[src/rtl/sensor_pkg.sv]
// Shared constants and the controller state type for the sensor aggregator.
// The parameter defaults and the dividend width SW are kept in one place here.
package sensor_pkg;
  localparam int NSAMP_DEF = 4;
  localparam int DW_DEF    = 8;
  localparam int SW_DEF    = DW_DEF + $clog2(NSAMP_DEF);

  typedef enum logic [1:0] {
    COLLECT = 2'd0,
    DIV     = 2'd1,
    OUT     = 2'd2
  } state_e;
endpackage

[src/rtl/seq_udiv.sv]
// Restoring unsigned divider that produces one quotient bit per clock.
// start loads the operands; done pulses for one cycle after SW iterations.
module seq_udiv #(
  parameter int SW = 10,
  parameter int VW = 3
) (
  input  logic          clk,
  input  logic          rst_n,
  input  logic          start,
  input  logic [SW-1:0] dividend,
  input  logic [VW-1:0] divisor,
  output logic          done,
  output logic [SW-1:0] quotient
);
  localparam int CW = $clog2(SW + 1);

  logic [VW-1:0] rem_q, rem_d;
  logic [SW-1:0] quo_q, quo_d;
  logic [VW-1:0] dvs_q, dvs_d;
  logic [CW-1:0] cnt_q, cnt_d;
  logic          busy_q, busy_d;
  logic          done_q, done_d;
  logic [VW:0]   shifted;
  logic [VW+1:0] diff;

  always_comb begin
    shifted = {rem_q, quo_q[SW-1]};
    // The top bit of diff is the borrow: set when the trial subtraction fails.
    diff    = {1'b0, shifted} - {2'b00, dvs_q};
    rem_d   = rem_q;
    quo_d   = quo_q;
    dvs_d   = dvs_q;
    cnt_d   = cnt_q;
    busy_d  = busy_q;
    done_d  = 1'b0;
    if (start) begin
      rem_d  = '0;
      quo_d  = dividend;
      dvs_d  = divisor;
      cnt_d  = '0;
      busy_d = 1'b1;
    end else if (busy_q) begin
      quo_d = {quo_q[SW-2:0], ~diff[VW+1]};
      rem_d = diff[VW+1] ? shifted[VW-1:0] : diff[VW-1:0];
      cnt_d = cnt_q + 1'b1;
      if (cnt_q == CW'(SW - 1)) begin
        busy_d = 1'b0;
        done_d = 1'b1;
      end
    end
  end

  always_ff @(posedge clk or negedge rst_n) begin
    if (!rst_n) begin
      rem_q  <= '0;
      quo_q  <= '0;
      dvs_q  <= '0;
      cnt_q  <= '0;
      busy_q <= 1'b0;
      done_q <= 1'b0;
    end else begin
      rem_q  <= rem_d;
      quo_q  <= quo_d;
      dvs_q  <= dvs_d;
      cnt_q  <= cnt_d;
      busy_q <= busy_d;
      done_q <= done_d;
    end
  end

  assign done     = done_q;
  assign quotient = quo_q;
endmodule

[src/rtl/sensor_aggregator.sv]
// Collects NSAMP distance samples, averages the non-zero ones and hands the mean
// downstream; a frame of only zero samples is reported as a sensor error.
module sensor_aggregator
  import sensor_pkg::*;
#(
  parameter int NSAMP = NSAMP_DEF,
  parameter int DW    = DW_DEF
) (
  input  logic          clk,
  input  logic          rst_n,
  input  logic          s_valid,
  input  logic [DW-1:0] s_data,
  output logic          s_ready,
  output logic          m_valid,
  output logic [DW-1:0] m_data,
  output logic          m_err,
  input  logic          m_ready
);
  localparam int LW = $clog2(NSAMP);
  localparam int SW = DW + LW;
  localparam int CW = LW + 1;

  state_e        state_q, state_d;
  logic [SW-1:0] sum_q, sum_d;
  logic [CW-1:0] nz_q, nz_d;
  logic [CW-1:0] cnt_q, cnt_d;
  logic          m_valid_q, m_valid_d;
  logic [DW-1:0] m_data_q, m_data_d;
  logic          m_err_q, m_err_d;

  logic          accept, last, nonzero, handoff;
  logic          div_start, div_done;
  logic [SW-1:0] sum_inc, div_quo;
  logic [CW-1:0] nz_inc;
  logic          quo_hi_unused;

  assign nonzero = (s_data != '0);
  assign sum_inc = sum_q + (nonzero ? {{LW{1'b0}}, s_data} : '0);
  assign nz_inc  = nz_q + {{LW{1'b0}}, nonzero};
  assign last    = (cnt_q == CW'(NSAMP - 1));
  // The mean never exceeds the largest sample, so the high quotient bits stay 0.
  assign quo_hi_unused = |div_quo[SW-1:DW];

  always_ff @(posedge clk or negedge rst_n) begin
    if (!rst_n) state_q <= COLLECT;
    else        state_q <= state_d;
  end

  always_comb begin
    state_d = state_q;
    case (state_q)
      COLLECT: if (s_valid && last) state_d = (nz_inc != '0) ? DIV : OUT;
      DIV:     if (div_done) state_d = OUT;
      OUT:     if (m_valid_q && m_ready) state_d = COLLECT;
      default: state_d = COLLECT;
    endcase
  end

  always_comb begin
    s_ready   = (state_q == COLLECT);
    accept    = (state_q == COLLECT) && s_valid;
    div_start = accept && last && (nz_inc != '0);
    handoff   = (state_q == OUT) && m_valid_q && m_ready;
  end

  always_comb begin
    sum_d     = sum_q;
    nz_d      = nz_q;
    cnt_d     = cnt_q;
    m_valid_d = m_valid_q;
    m_data_d  = m_data_q;
    m_err_d   = m_err_q;
    if (accept) begin
      cnt_d = cnt_q + 1'b1;
      sum_d = sum_inc;
      nz_d  = nz_inc;
      if (last && (nz_inc == '0)) begin
        m_data_d = '0;
        m_err_d  = 1'b1;
      end
    end
    // All-zero frame: flags settle on entry to OUT, valid follows one edge later.
    if ((state_q == OUT) && !m_valid_q) m_valid_d = 1'b1;
    if ((state_q == DIV) && div_done) begin
      m_valid_d = 1'b1;
      m_err_d   = 1'b0;
      m_data_d  = div_quo[DW-1:0];
    end
    if (handoff) begin
      sum_d     = '0;
      nz_d      = '0;
      cnt_d     = '0;
      m_valid_d = 1'b0;
      m_data_d  = '0;
      m_err_d   = 1'b0;
    end
  end

  always_ff @(posedge clk or negedge rst_n) begin
    if (!rst_n) begin
      sum_q     <= '0;
      nz_q      <= '0;
      cnt_q     <= '0;
      m_valid_q <= 1'b0;
      m_data_q  <= '0;
      m_err_q   <= 1'b0;
    end else begin
      sum_q     <= sum_d;
      nz_q      <= nz_d;
      cnt_q     <= cnt_d;
      m_valid_q <= m_valid_d;
      m_data_q  <= m_data_d;
      m_err_q   <= m_err_d;
    end
  end

  seq_udiv #(
    .SW(SW),
    .VW(CW)
  ) u_div (
    .clk      (clk),
    .rst_n    (rst_n),
    .start    (div_start),
    .dividend (sum_inc),
    .divisor  (nz_inc),
    .done     (div_done),
    .quotient (div_quo)
  );

  assign m_valid = m_valid_q;
  assign m_data  = m_data_q;
  assign m_err   = m_err_q;
endmodule

[config.mk]
export PLATFORM = sky130hd
export DESIGN_NAME = sensor_aggregator
export DESIGN_NICKNAME = d
export VERILOG_FILES = /design/src/rtl/sensor_pkg.sv /design/src/rtl/seq_udiv.sv /design/src/rtl/sensor_aggregator.sv
export SDC_FILE = /design/constraint.sdc
export NUM_CORES = 1
export LEC_CHECK = 0
export CORE_MARGIN = 2
export CORE_UTILIZATION = 62
export DETAILED_ROUTE_END_ITERATION = 12
export GPL_TIMING_DRIVEN = 0
export PLACE_DENSITY = 0.88
export SYNTH_ARGS = -nofsm -noshare
export SYNTH_HDL_FRONTEND = slang
export SYNTH_SLANG_ARGS = --single-unit
[constraint.sdc]
create_clock -name clk -period 3.3 [get_ports clk]
set_clock_uncertainty 0.15 [all_clocks]
set_input_delay 0.66 -clock clk [delete_from_list [all_inputs] [get_ports clk]]
set_output_delay 0.66 -clock clk [all_outputs]
set_load 0.1 [all_outputs]
==> flow_metrics.env, run 1 <==
export IMPL_outcome="complete, no violations"
export IMPL_synth_main_ff_cell="dfrtp_1"
export IMPL_grt_antenna_before_repair=0
export IMPL_netSwitchingFraction_pct=46.5
export IMPL_r2r_end="sum_q[8]"
export IMPL_finalCritPeriodShare_pct=96.6
export IMPL_dr_first_iter_drc_count=163
export IMPL_grt_start_max_net_pins=38
export IMPL_final_max_slew_viol_count=0
export IMPL_place_area_um2=2960
export IMPL_slew_headroom_pct=34.9
export IMPL_p_leak_nw=1.41
export IMPL_cp_data_arrival_time_ns=3.23
export IMPL_dieArea_um2=4840
export IMPL_worst_pin_slew_ns=0.973
export IMPL_path_class="in -> reg"
export IMPL_nNetsFinal=314
export IMPL_placedCellCount=327
export IMPL_grt_pass1_vias=2032
export IMPL_cap_violations=0
export IMPL_ant_nets=0
export IMPL_routabilityCongestion=0.908
export IMPL_min_path_type="in -> async"
export IMPL_max_stage_delay_ns=0.46
export IMPL_rows=23
export IMPL_p_int_mw=1.84
export IMPL_setup_violations=0
export IMPL_fp_dieH_um=69.6
export IMPL_total_power_mw=3.44
export IMPL_crit_fanout=10
export IMPL_highest_layer="met4"
export IMPL_post_place_ws_ns=-0.219
export IMPL_fin_area_um2=3080
export IMPL_cpMaxStageDelayCell="clkdlybuf4s50_1"
export IMPL_clock_latency_ns=0.30
export IMPL_cts_root_buffer="clkbuf_8"
export IMPL_diodes=0
export IMPL_synth_avg_cell_area_um2=10.5
export IMPL_cp_cell_sequence="clkdlybuf4s50_1, nor4_2, nand2_1, ha_1, ha_1, xor2_1, or3_4, and3_1, buf_6, buf_8, a211oi_2, a21oi_1"
export IMPL_grt_pass1_wl_um=9550
export IMPL_vias=1963
export IMPL_finalHoldViolations=0
export IMPL_setup_tns_ns=0
export IMPL_finalWorstSetupSlack_ns=0.113
export IMPL_power_switching_mw=1.60
export IMPL_area_growth_syn_to_layout_pct=15.6
export IMPL_met2_wirelength_um=2600
export IMPL_pin_count=23
export IMPL_htreeDepth=2
export IMPL_synth_area_um2=2670
export IMPL_clockBufferDepth=2
export IMPL_start_util_pct=65.7
export IMPL_p_per_area_nw_per_um2=1110
export IMPL_drc_errors=0
export IMPL_yosys_top_cells_area="dfrtp_1 47%, ha_1 7.5%, a22o_1 5.3%"
export IMPL_numPortBuffers=22
export IMPL_wl_per_cell_um=16.1
export IMPL_dr_wl_met3_um=192
export IMPL_synth_edf_count=0
export IMPL_yosysSeqAreaShare_pct=46.9
export IMPL_dp_hpwl_um=3970
export IMPL_vias_per_cell=5.86
export IMPL_final_cells=335
export IMPL_postSynth_asyncResetShare_pct=100
export IMPL_cp_start_kind="primary input"
export IMPL_clock_sinks=50
export IMPL_clkSlewWorstSetupHoldPaths_ns=0.09
export IMPL_cts_buffers=5
export IMPL_path_common_cell="ha_1"
export IMPL_n_fill_cell=289
export IMPL_drtPass1Iterations=4
export IMPL_required_ns=3.34
export IMPL_die_width_um=69.6
export IMPL_fmax_ghz=0.314
export IMPL_synth_ff_latch_count=50
export IMPL_pwr_share_clk_pct=12.1
export IMPL_cts_tree="built"
export IMPL_grt_setup_unrepaired="no"
export IMPL_wl_um=5400
export IMPL_drive_gt1_share_pct=9.47
export IMPL_reg2reg_depth=8
export IMPL_synthCells=254
export IMPL_peakVddDrop_v=0.000533
export IMPL_synth_area_leader_cell="dfrtp_1"
export IMPL_synth_fp_nets=284
export IMPL_synth_top_area_share_pct=46.9
export IMPL_synth_cell_types=41
export IMPL_p_seq_share_pct=32.1
export IMPL_core_um2=4060
export IMPL_r2r_slack_ns=0.80
export IMPL_wl_met1_um=2500
export IMPL_hold_buffers=0
export IMPL_yosys_warnings=0
export IMPL_post_route_min_period_ns=3.19
export IMPL_reg2reg_from="sum_q[0]"
export IMPL_post_route_util_pct=75.9
export IMPL_worst_hold_slack_ns=0.0939
export IMPL_critPathCaptureType="flip-flop"
export IMPL_power_frac_comb_pct=55.8
export IMPL_grt_use_total_pct=24.9
export IMPL_gr_total_overflow=0
==> power groups by stage <==
stage          clock (mW)  combinational [mW]  sequential [mW]
2_1_floorplan           0                1.10             1.45
3_3_place_gp            0                1.82             1.10
3_5_place_dp            0                1.89             1.11
4_1_cts             0.428                1.90             1.10
5_1_grt             0.451                2.10             1.14
6_report            0.417                1.92             1.10
==> worst max-delay path, delay by kind of cell <==
| family | cells | cell delay, ns |
|---|---|---|
| simple gates | 4 | 0.95 |
| fa+ha+maj | 2 | 0.42 |
| compound gates | 2 | 0.28 |
| xor+xnor | 1 | 0.19 |
| buf+inv | 3 | 0.72 |
==> placed cells by master (no fill, tap or decap), types with 2 or more instances in the layout <==
master,n
nand2_1,19
inv_1,10
ha_1,16
nand2b_1,3
nor3_1,2
a22oi_1,2
mux2i_1,6
a22o_1,16
fa_1,2
nand3b_1,2
a31oi_1,4
dfrtp_1,50
clkbuf_8,5
mux2_2,4
a211oi_2,4
nor2_1,19
and3_1,2
nor4_2,2
xor2_1,8
nor2b_1,6
buf_6,2
buf_2,5
xnor2_1,4
o21ai_0,18
a21o_1,8
a211oi_1,4
clkdlybuf4s50_1,21
clkbuf_1,12
a21oi_1,12
==> how the worst max path moves through the flow <==
stage                    start           endpoint  depth (start not counted)  slack, ns
floorplan           state_q[1]     u_div.dvs_q[0]                          6       0.25
global placement     s_data[6]  u_div.quotient[6]                         12      -0.22
detailed placement   s_data[6]  u_div.quotient[8]                         12      -0.22
CTS                  s_data[6]  u_div.quotient[8]                         12       0.10
global route         s_data[1]  u_div.quotient[1]                         12      0.005
finish               s_data[6]  u_div.quotient[1]                         12       0.11
==> state kept, by name, indices dropped and copies added (netlist names) <==
name,flops
m_valid,1
cnt_q,3
u_div.done,1
u_div.rem_q,3
state_q,2
u_div.cnt_q,4
u_div.busy_q,1
m_data,8
sum_q,10
u_div.dvs_q,3
u_div.quotient,10
m_err,1
nz_q,3
==> per-layer routing <==
| metal | up-vias | global-route usage (%) |
|---|---|---|
| li1 | 965 | - |
| met1 | 943 | 33.4 |
| met2 | 43 | 39.9 |
| met3 | 12 | 5.52 |
| met4 | 0 | 9.37 |
| met5 | - | 0 |
==> Yosys cell counts, types with 2 or more instances <==
cell type and number:
a22oi_1 2, mux2_2 4, nor4_1 3, dfrtp_1 50
nand3b_1 2, and3_1 2, nand2b_1 3, nand2_1 19
ha_1 16, nor2_1 19, o21ai_0 18, xnor2_1 4
a21o_1 8, mux2i_1 6, a22o_1 16, a31oi_1 4
fa_1 2, buf_6 2, buf_2 4, xor2_1 8
a21oi_1 12, nor3_1 2, a211oi_1 4, inv_1 10
nor2b_1 6, clkbuf_1 10, a211oi_2 4
==> kinds of logic (layout without fill, tap and decap cells) <==
family	count (synthesis)	in the layout	share of synthesized area, %
adders and majority gates	18	18	9.01
buffers and inverters	27	58	4.98
AOI/OAI and AO/OA	74	74	19.6
DFF	50	50	46.9
xor gates and xnor gates	12	12	3.94
and+or+nand+nor	63	63	11.6
muxes	10	10	3.94
==> layout make-up <==
cell class	instances	area, µm²	share of cell area [%]
inverters	10	37.5	1.22
well taps	50	62.6	2.03
plain buffers	17	95.1	3.09
clock buffers	7	76.3	2.48
flip-flops and latches	50	1250	40.6
multi-input cells	177	1290	42.0
clock inverters	1	30.0	0.974
repair buffers	23	235	7.63
==> repair_timing <==
item	in CTS	in global routing
gates resized for setup	0	2
setup endpoints to repair	0	4
buffers inserted	0	0
Power figures use the tool's default switching activity.
==> inputs of run 2 (changes only) <==
==> constraint.sdc (replaced) <==
create_clock -name clk -period 3.3 [get_ports clk]
set_clock_uncertainty 0.15 [all_clocks]
set_input_delay 0.33 -clock clk [delete_from_list [all_inputs] [get_ports clk]]
set_output_delay 0.33 -clock clk [all_outputs]
set_load 0.1 [all_outputs]
==> run 2 against run 1 <==
  * Hold slack improved by 0.22 ns
  * Non-clock buffer count is 1 higher
  * Wire length up 0.26%
  * Sequential power hardly changed
  * Combinational power about the same
  * Cell count up 0.30%
  * Critical path type unchanged
  * Largest power group unchanged
==> flow_metrics.env, run 2 (synthesized netlist as in run 1, its figures left out) <==
export IMPL_grt_setup_unrepaired="no"
export IMPL_grt_pass1_wl_um=9580
export IMPL_p_per_area_nw_per_um2=1110
export IMPL_clock_sinks=50
export IMPL_p_leak_nw=1.41
export IMPL_fp_dieH_um=69.6
export IMPL_cts_buffers=5
export IMPL_required_ns=3.34
export IMPL_fmax_ghz=0.345
export IMPL_cap_violations=0
export IMPL_pwr_share_clk_pct=12.2
export IMPL_final_max_slew_viol_count=0
export IMPL_crit_fanout=10
export IMPL_r2r_end="sum_q[8]"
export IMPL_slew_headroom_pct=34.9
export IMPL_cts_tree="built"
export IMPL_core_um2=4060
export IMPL_numPortBuffers=22
export IMPL_drive_gt1_share_pct=8.74
export IMPL_peakVddDrop_v=0.000535
export IMPL_cts_root_buffer="clkbuf_8"
export IMPL_p_seq_share_pct=32.1
export IMPL_critical_path_top_delay_family="simple AND/OR/NAND/NOR gates"
export IMPL_pin_count=23
export IMPL_htreeDepth=2
export IMPL_placedCellCount=327
export IMPL_setup_tns_ns=0
export IMPL_start_util_pct=65.7
export IMPL_finalCritPeriodShare_pct=87.9
export IMPL_cts_resized=0
export IMPL_grt_start_max_net_pins=38
export IMPL_cp_start_kind="primary input"
export IMPL_vias_per_cell=5.96
export IMPL_clkSlewWorstSetupHoldPaths_ns=0.09
export IMPL_clockBufferDepth=2
export IMPL_power_switching_mw=1.59
export IMPL_drc_errors=0
export IMPL_grt_pass1_vias=2040
export IMPL_gr_total_overflow=0
export IMPL_post_route_min_period_ns=2.90
export IMPL_reg2reg_from="sum_q[0]"
export IMPL_diodes=0
export IMPL_ant_nets=0
export IMPL_worst_pin_slew_ns=0.973
export IMPL_clock_latency_ns=0.30
export IMPL_p_int_mw=1.84
export IMPL_reg2reg_depth=8
export IMPL_cp_cell_sequence="clkdlybuf4s50_1, nor4_1, nand2_1, ha_1, ha_1, xor2_1, or3_4, and3_1, buf_6, buf_8, a211oi_2, a21oi_1"
export IMPL_max_stage_delay_ns=0.45
export IMPL_dp_hpwl_um=3970
export IMPL_final_cells=336
export IMPL_path_common_cell="ha_1"
export IMPL_dr_first_iter_drc_count=103
export IMPL_power_frac_comb_pct=55.8
export IMPL_min_path_type="in -> async"
export IMPL_drtPass1Iterations=4
export IMPL_outcome="complete, no violations"
export IMPL_wl_um=5420
export IMPL_rows=23
export IMPL_layout_commonest_cell="dfrtp_1"
export IMPL_r2r_slack_ns=0.81
export IMPL_netSwitchingFraction_pct=46.5
export IMPL_grt_use_total_pct=25.0
export IMPL_grt_antenna_before_repair=0
export IMPL_routabilityCongestion=0.908
export IMPL_cpMaxStageDelayCell="clkdlybuf4s50_1"
export IMPL_cp_num_buf_inv=3
export IMPL_setup_violations=0
export IMPL_n_fill_cell=286
export IMPL_area_growth_syn_to_layout_pct=15.5
export IMPL_vias=2001
export IMPL_path_class="in -> reg"
export IMPL_die_width_um=69.6
export IMPL_cp_data_arrival_time_ns=2.94
export IMPL_wl_per_cell_um=16.1
export IMPL_dieArea_um2=4840
export IMPL_layout_common_cells="50 x dfrtp_1, 21 x clkdlybuf4s50_1, 19 x nor2_1, 19 x nand2_1, 18 x o21ai_0"
export IMPL_critPathCaptureType="flip-flop"
export IMPL_finalHoldViolations=0
export IMPL_nNetsFinal=315
run 2: changes by cell type in the layout (fill, tap and decap cells not counted), sizes merged:
cell	delta
dlygate4sd3	+1
run 2: how the worst max path moves through the flow:
stage / startpoint / endpoint / slack, ns / depth (start not counted)
2_1_floorplan: state_q[1] / u_div.dvs_q[0] / 0.25 / 6
3_3_place_gp: s_data[6] / u_div.quotient[6] / 0.11 / 12
3_5_place_dp: s_data[6] / u_div.quotient[8] / 0.11 / 12
4_1_cts: s_data[6] / u_div.quotient[8] / 0.43 / 12
5_1_grt: s_data[1] / u_div.quotient[1] / 0.29 / 12
6_report: s_data[6] / u_div.quotient[1] / 0.40 / 12
run 2: layout make-up:
cell class / instances / area [µm²] / area share [%]
multi-input cells: 177 / 1280 / 41.6
clock buffers: 7 / 76.3 / 2.48
well taps: 50 / 62.6 / 2.03
repair buffers: 24 / 245 / 7.96
plain buffers: 17 / 95.1 / 3.09
inverters: 10 / 37.5 / 1.22
flip-flops and latches: 50 / 1250 / 40.6
clock inverters: 1 / 30.0 / 0.975
run 2: worst reg2reg max path, cell delays in order (launching register included):
cell      delay, ns
dfrtp_1        0.36
ha_1           0.20
inv_1          0.07
fa_1           0.41
nand2b_1       0.17
a21oi_1        0.29
a41oi_1        0.26
a21o_1         0.22
mux2_2         0.25
run 2: through the flow:
| step | hold slack [ns] | worst slack [ns] | utilization (%) | area [µm²] | power (mW) |
|---|---|---|---|---|---|
| floorplan | -0.116 | 0.254 | - | 2670 | 2.55 |
| global placement | 0.314 | 0.107 | 72.6 | 2950 | 2.92 |
| detailed placement | 0.104 | 0.111 | 73.0 | 2960 | 3.00 |
| CTS | 0.317 | 0.430 | 75.9 | 3080 | 3.43 |
| global route | 0.352 | 0.288 | 75.9 | 3080 | 3.69 |
| finish | 0.311 | 0.400 | 75.9 | 3080 | 3.43 |
run 2: power by group through the flow:
stage                     Clock (mW)  Sequential [mW]  Combinational [mW]
after floorplan                    0             1.45                1.10
after global placement             0             1.10                1.82
after detailed placement           0             1.11                1.89
after CTS                      0.428             1.10                1.90
after global routing           0.451             1.14                2.10
final                          0.417             1.10                1.91
run 2: repair_timing:
action | 4_1_cts | 5_1_grt
setup buffers | 0 | 0
hold buffers | 1 | 0
hold endpoints to repair | 13 | 0
run 2: layer usage:
layer,vias up,wire (µm),track usage [%]
met5,-,0,0
met4,0,123,9.37
met3,17,245,5.38
met2,61,2540,40.1
met1,956,2510,33.5
li1,967,-,-
